--- src/rtl/otter_mem_arb.sv ---
// otter_mem_arb: shares OTTER memory port 2 (data port) between the CPU and a debug/DMA requester.
// Latency: grant is combinational (same cycle as req); read data returns 1 cycle after the read grant.
// Backpressure: the loser sees no grant and holds its request. The CPU has fixed priority, but the
//   debug requester wins a tie after MAX_WAIT consecutive denied cycles.
// Ports: CLK/RST (sync, active-high); cpu_* and dbg_* requester sides (req/we/addr/wdata/size in,
//   gnt/rvalid/rdata out, plus cpu_stall); mem_* side toward the synchronous-read memory.
module otter_mem_arb #(
    parameter int ADDR_W   = 32,
    parameter int DATA_W   = 32,
    parameter int MAX_WAIT = 4
) (
    input  logic              CLK,
    input  logic              RST,
    input  logic              cpu_req,
    input  logic              cpu_we,
    input  logic [ADDR_W-1:0] cpu_addr,
    input  logic [DATA_W-1:0] cpu_wdata,
    input  logic [1:0]        cpu_size,
    output logic              cpu_gnt,
    output logic              cpu_stall,
    output logic              cpu_rvalid,
    output logic [DATA_W-1:0] cpu_rdata,
    input  logic              dbg_req,
    input  logic              dbg_we,
    input  logic [ADDR_W-1:0] dbg_addr,
    input  logic [DATA_W-1:0] dbg_wdata,
    input  logic [1:0]        dbg_size,
    output logic              dbg_gnt,
    output logic              dbg_rvalid,
    output logic [DATA_W-1:0] dbg_rdata,
    output logic              mem_rden2,
    output logic              mem_we2,
    output logic [ADDR_W-1:0] mem_addr2,
    output logic [DATA_W-1:0] mem_din2,
    output logic [1:0]        mem_size,
    input  logic [DATA_W-1:0] mem_dout2
);

    // Tracks which requester, if any, owns the read data arriving from memory this cycle.
    localparam logic [1:0] IDLE    = 2'd0;
    localparam logic [1:0] RET_CPU = 2'd1;
    localparam logic [1:0] RET_DBG = 2'd2;

    localparam logic [3:0] MAX_WAIT_L = 4'(MAX_WAIT);

    logic [1:0] state;
    logic [1:0] state_nxt;
    logic [3:0] wait_cnt;
    logic       dbg_wins_tie;

    // Debug has waited long enough: it takes the port even if the CPU is requesting.
    assign dbg_wins_tie = (wait_cnt == MAX_WAIT_L);

    // Grants are mutually exclusive by construction and held off entirely during reset.
    assign cpu_gnt   = ~RST & cpu_req & ~(dbg_req & dbg_wins_tie);
    assign dbg_gnt   = ~RST & dbg_req & (~cpu_req | dbg_wins_tie);
    assign cpu_stall = cpu_req & ~cpu_gnt;

    assign mem_rden2 = (cpu_gnt & ~cpu_we) | (dbg_gnt & ~dbg_we);
    assign mem_we2   = (cpu_gnt &  cpu_we) | (dbg_gnt &  dbg_we);
    // With no grant the CPU side drives the bus so it never floats between values.
    assign mem_addr2 = dbg_gnt ? dbg_addr  : cpu_addr;
    assign mem_din2  = dbg_gnt ? dbg_wdata : cpu_wdata;
    assign mem_size  = dbg_gnt ? dbg_size  : cpu_size;

    always_comb begin
        state_nxt = IDLE;
        if (cpu_gnt && !cpu_we) begin
            state_nxt = RET_CPU;
        end else if (dbg_gnt && !dbg_we) begin
            state_nxt = RET_DBG;
        end
    end

    always_ff @(posedge CLK) begin
        if (RST) begin
            state    <= IDLE;
            wait_cnt <= 4'd0;
        end else begin
            state <= state_nxt;
            if (!dbg_req || dbg_gnt) begin
                wait_cnt <= 4'd0;
            end else if (wait_cnt != MAX_WAIT_L) begin
                wait_cnt <= wait_cnt + 4'd1;
            end
        end
    end

    // RST while a return is due cancels it, so rvalid is gated by RST as well as by state.
    assign cpu_rvalid = ~RST & (state == RET_CPU);
    assign dbg_rvalid = ~RST & (state == RET_DBG);
    assign cpu_rdata  = mem_dout2;
    assign dbg_rdata  = mem_dout2;

endmodule

--- config.mk ---
export PLATFORM = sky130hd
export DESIGN_NAME = otter_mem_arb
export DESIGN_NICKNAME = d
export VERILOG_FILES = /design/src/rtl/otter_mem_arb.sv
export SDC_FILE = /design/constraint.sdc
export NUM_CORES = 1
export LEC_CHECK = 0
export CORE_AREA = 3 3 117 119
export DETAILED_ROUTE_END_ITERATION = 10
export DIE_AREA = 0 0 120 122
export HOLD_SLACK_MARGIN = 0.02
export PLACE_DENSITY_LB_ADDON = 0.05
export SLEW_MARGIN = 25
export SYNTH_ARGS = -nofsm -noshare
export SYNTH_HDL_FRONTEND = slang
export SYNTH_SLANG_ARGS = --single-unit
--- constraint.sdc ---
create_clock -name CLK -period 1.65 [get_ports CLK]
set_input_delay 0.2475 -clock CLK [delete_from_list [all_inputs] [get_ports CLK]]
set_output_delay 0.2475 -clock CLK [all_outputs]
set_load 0.1 [all_outputs]
# After elaboration in Yosys (flattened, before gate mapping)
# Cells that the tools add are included.
[classes]
n_reduce_logical = 8
addsub = 1
muxes = 5
eq_ne = 4
n_bitwise = 21
[op_table]
columns = ["operator", "n"]
rows = [
  ["$mux 32", 2],
  ["$and 1x1->1", 12],
  ["$not 1->1", 6],
  ["$add 4x1->4 const B", 1],
  ["$eq 4x3->1 const B", 1],
  ["$mux 2", 2],
  ["$ne 4x3->1 const B", 1],
  ["$reduce_or 2->1", 2],
  ["$logic_not 1->1", 3],
  ["$or 1x1->1", 3],
  ["$eq 2x1->1 const B", 1],
  ["$eq 2x2->1 const B", 1],
  ["$logic_and 1x1->1", 2],
  ["$logic_or 1x1->1", 1],
  ["$mux 1", 1],
]
[word_totals]
input_bits = 170
elab_cells = 42
reg_bits = 6
output_inout_bits = 137

# Logic depth before layout (Yosys ltp)
[depth]
word_depth = 6
mapped_depth = 9
ltp_nobuf = 6

# Least setup slack after synthesis
# No wires, ideal clock.
[synth_timing]
path_type = "flip-flop to output port"
from = "register wait_cnt[0]"
to = "output mem_we2"
path_stages_with_launch = 10
arrival_time_ps = 2666
required_ps = 1402
slack_ps = -1264
path_buffers = 3
cell_sequence = "dfxtp_1 > inv_1 > ha_1 > nand3b_1 > a21o_1 > buf_6 > buf_6 > buf_6 > inv_1 > a22o_1"
[synth_via]
elab_cells_between_ends = 9
[synth_rtl]
columns = ["item", "line", "text"]
rows = [
  ["start, declared", "48", "logic [3:0] wait_cnt;"],
  ["start signal, assigned", "84", "wait_cnt <= wait_cnt + 4'd1;"],
  ["$eq 4x3->1", "52", "assign dbg_wins_tie = (wait_cnt == MAX_WAIT_L);"],
  ["$or 1x1->1", "56", "assign dbg_gnt = ~RST & dbg_req & (~cpu_req | dbg_wins_tie);"],
  ["$and 1x1->1", "56", ""],
  ["named net dbg_gnt", "28", "output logic dbg_gnt,"],
  ["$and 1x1->1", "60", "assign mem_we2 = (cpu_gnt & cpu_we) | (dbg_gnt & dbg_we);"],
  ["$or 1x1->1", "60", ""],
  ["end, declared", "32", "output logic mem_we2,"],
]
# The timed path passes the listed nets, and every way through them passes these cells.

# Worst setup path after layout
[layout_timing]
from = "register wait_cnt[1]"
to = "output mem_addr2[31]"
[layout_via]
elab_chain_cells = 4
[layout_rtl]
columns = ["item", "line", "text"]
rows = [
  ["$eq 4x3->1", "52", ""],
  ["$or 1x1->1", "56", ""],
  ["$and 1x1->1", "56", ""],
  ["$mux 32", "62", "assign mem_addr2 = dbg_gnt ? dbg_addr : cpu_addr;"],
  ["end, declared", "33", "output logic [ADDR_W-1:0] mem_addr2,"],
]
# No other way between the ends.

==> impl_results.md <==
* Detail Route Antenna Nets at 0
* Final hold violations at 0
* Root Buffer: clkbuf_16
* Commonest cells post-synth: buf_4, mux2_2, mux2_4, dfxtp_1, inv_1
* Final period util at 125%
* Failing checks: negative setup slack
* Sequential Power Share at approximately 5.6%
* Die span in y at 122 um
* Syn avg cell area at 9.36 um2
* WP buf/inv at 3
* Power Dens Cells at between 500 and 600 mW/mm2
* Largest net degree at the start of global routing at 17
* Count leader, synth: buf_4
* Cell count after synthesis at 172
* Main flop type after synthesis: dfxtp_1
* CTS buffer count at 3
* Critical Path AT at 1.82 ns
* Slew Viols, Final at 0
* Highest Clock Rate at slightly below 500 MHz
* WHS Path Cells at 0
* Initial antenna violation count at 1
* Pre-antenna DRT Iters at 4
* Tmin final at 2.07 ns
* Switching power total at 1.28 mW
* Worst vdd ir at 0.000242 V
* Final WL at around 10 mm
* Setup Crit Path Kind: reg2out
* Syn-to-layout area delta at 191%
* HPWL Detailed at roughly 9.5 mm
* Power consumption at between 2 and 3 mW
* Cell Chain, Critical Path: inv_2 -> ha_4 -> nand3b_1 -> a21o_4 -> buf_12 -> mux2_2 -> buf_12
* Power share of the combinational group at 80.0%
* CP max stage delay at 0.37 ns
* Worst flop-to-flop path endpoint: state[0]
* Port Buffers at between 200 and 250
* Die footprint at 0.0146 mm2
* Status: finished, violations left
* IO Count at about 300
* Vias in the first global route at 1,844
* DRC at 0
* Worst slew pin tran at roughly 0.24 ns
* Area leader, netlist: mux2_2
* Setup violations, final at 71
* Clock transition at the registers of the reported paths at around 0.03 ns
* Post-synthesis sequential element count at 6
* Hold Path Sink: cpu_rdata[9]
* Layout cells sized above 1 at 53.0%
* Critical path's most frequent cell: buf_12
* Htree depth at 1
* WL per Instance at 20.3 um
* Num rows at between 40 and 50
* Synth async-reset ratio at 0%
* Place WS at -0.384 ns
* CTS tree: done
* Filler cells at 1,242
* Synth warnings at 0
* R2r setup slk at 0.47 ns
* FF+latch area at 123 um2
* Max-Cap Viols at 0
* Area of the multi-input gates at 0.00120 mm2
* CP delay by family, top: buffers and inverters
* Synth Net Count at 344
* Total gr overflow at 0
* Synth cell types at 22
* Initial core utilization at between 10% and 20%
* Yosys top cell area share at 41.3%
* Global placement routability congestion at around 0.73
* Total GRT Usage at 12.7%
* Slowest cell on the critical path: mux2_2
* Top post-synthesis cells by area: mux2_2, buf_4, dfxtp_1
* Crit path capture type: output port
* Via density at around 3.4
* Final worst slack at -0.420 ns
* Net Sw Frac at 47.4%
* RSZ-0062 raised after global routing: yes
* Routed via count at 1,741
* First-pass GRT wire length at 13.6 mm
* Clock Latency Late Sink at between 0.2 and 0.25 ns
* Setup crit start kind: register
* HP Class: in2out
* RR Startpoint: wait_cnt[1]
* P_int at 1.42 mW
* Die width at 120 um
* Leak pwr at 2.08 nW
* Core ar. at 0.0127 mm2
* Detailed Route Iter0 Violations at 32
* Worst-path maximum fanout at 16
* Sequential share of the synthesized area at under 10%
* Worst path required time at 1.40 ns
* Mapped Area at around 0.0016 mm2
* Final Core Density at 36.9%
* Worst Hold Launch: mem_dout2[9]
* Number of synthesized flops with an enable pin at 0
* Bufs on Longest Clock Path at 2
* CTS Hold Buffers Added at 0
* Final Skew at between 0.001 and 0.0015 ns
* # clock sinks at 6
* Worst R2R Path Depth at 5
* Clk pwr share at 14.4%
* Rel. slew slack at 84.2%
* Nets@finish at around 510
## worst max-delay path by stage
stage | end | slack, ns | cells past startpoint | start
4_1_cts | mem_din2[31] | -0.44 | 7 | wait_cnt[0]
3_3_place_gp | mem_addr2[31] | -0.38 | 6 | RST
5_1_grt | mem_addr2[31] | -0.51 | 7 | wait_cnt[1]
2_1_floorplan | mem_we2 | -0.64 | 9 | wait_cnt[0]
6_report | mem_addr2[31] | -0.42 | 7 | wait_cnt[1]
3_5_place_dp | mem_din2[31] | -0.38 | 6 | RST
## cell type report
class                           count  area share [%]
Tap cell                          172            4.60
Sequential cell                     6            2.62
Inverter                            6           0.642
Multi-Input combinational cell     88            25.6
Timing Repair Buffer              229            64.9
Antenna cell                        1          0.0535
Clock buffer                        3            1.60
## layout by cell type (no fill, tap or decap), types with 2 or more instances in the layout
| cell | count |
|---|---|
| clkdlybuf4s50_1 | 136 |
| buf_12 | 77 |
| mux2_4 | 57 |
| buf_4 | 12 |
| mux2_2 | 9 |
| nor3_1 | 4 |
| dfxtp_1 | 4 |
| clkbuf_16 | 3 |
| buf_6 | 3 |
| inv_2 | 2 |
| clkinvlp_4 | 2 |
| inv_1 | 2 |
| nor3b_4 | 2 |
| nor2_1 | 2 |
| dfxtp_2 | 2 |
## worst reg2reg max path: stages, from the launching register on
cell and delay [ns]:
dfxtp_2 0.32, inv_2 0.04, ha_4 0.15, and3b_1 0.17, a211o_4 0.36, nor2_1 0.09
## flip-flops by register name, indices dropped and copies added, names as in the netlist
register and cells:
wait_cnt 4, state 2
## per-layer routing
layer	GRT usage [%]	up-vias	wire length, um
met3	4.32	37	959
li1	-	843	-
met2	25.3	80	6040
met4	5.30	0	303
met5	0	-	0
met1	11.7	781	2970
## power groups by stage
stage / clock (mW) / combinational [mW] / sequential [mW]
floorplan: 0 / 1.93 / 0.154
global placement: 0 / 2.17 / 0.154
detailed placement: 0 / 2.18 / 0.154
CTS: 0.395 / 2.18 / 0.152
global route: 0.407 / 2.22 / 0.152
finish: 0.388 / 2.16 / 0.152
## logic make-up after synthesis
logic type	count (synthesis)	synth area share, %
buffers and inverters	78	34.9
muxes	66	47.8
and+or+nand+nor	14	5.28
DFF	6	7.46
AOI/OAI and AO/OA	4	1.94
xor gates and xnor gates	2	1.09
adders and majority gates	2	1.55
## metrics by stage
| stage | hold slack [ns] | setup TNS, ns | instance area [um2] | cells |
|---|---|---|---|---|
| 2_1_floorplan | 0.320 | -11.47 | 1890 | 172 |
| 3_3_place_gp | 0.496 | -25.15 | 4570 | 500 |
| 3_5_place_dp | 0.496 | -25.26 | 4570 | 500 |
| 4_1_cts | 0.496 | -28.15 | 4680 | 504 |
| 5_1_grt | 0.495 | -32.36 | 4680 | 505 |
| 6_report | 0.495 | -26.72 | 4680 | 505 |
## what timing repair did
action                                  in CTS  in global routing
resized for setup                            5                  1
pin swaps                                    2                  0
endpoints found under the setup margin      71                 71
buffers inserted                             1                  1
Power figures use the tool's default switching activity.
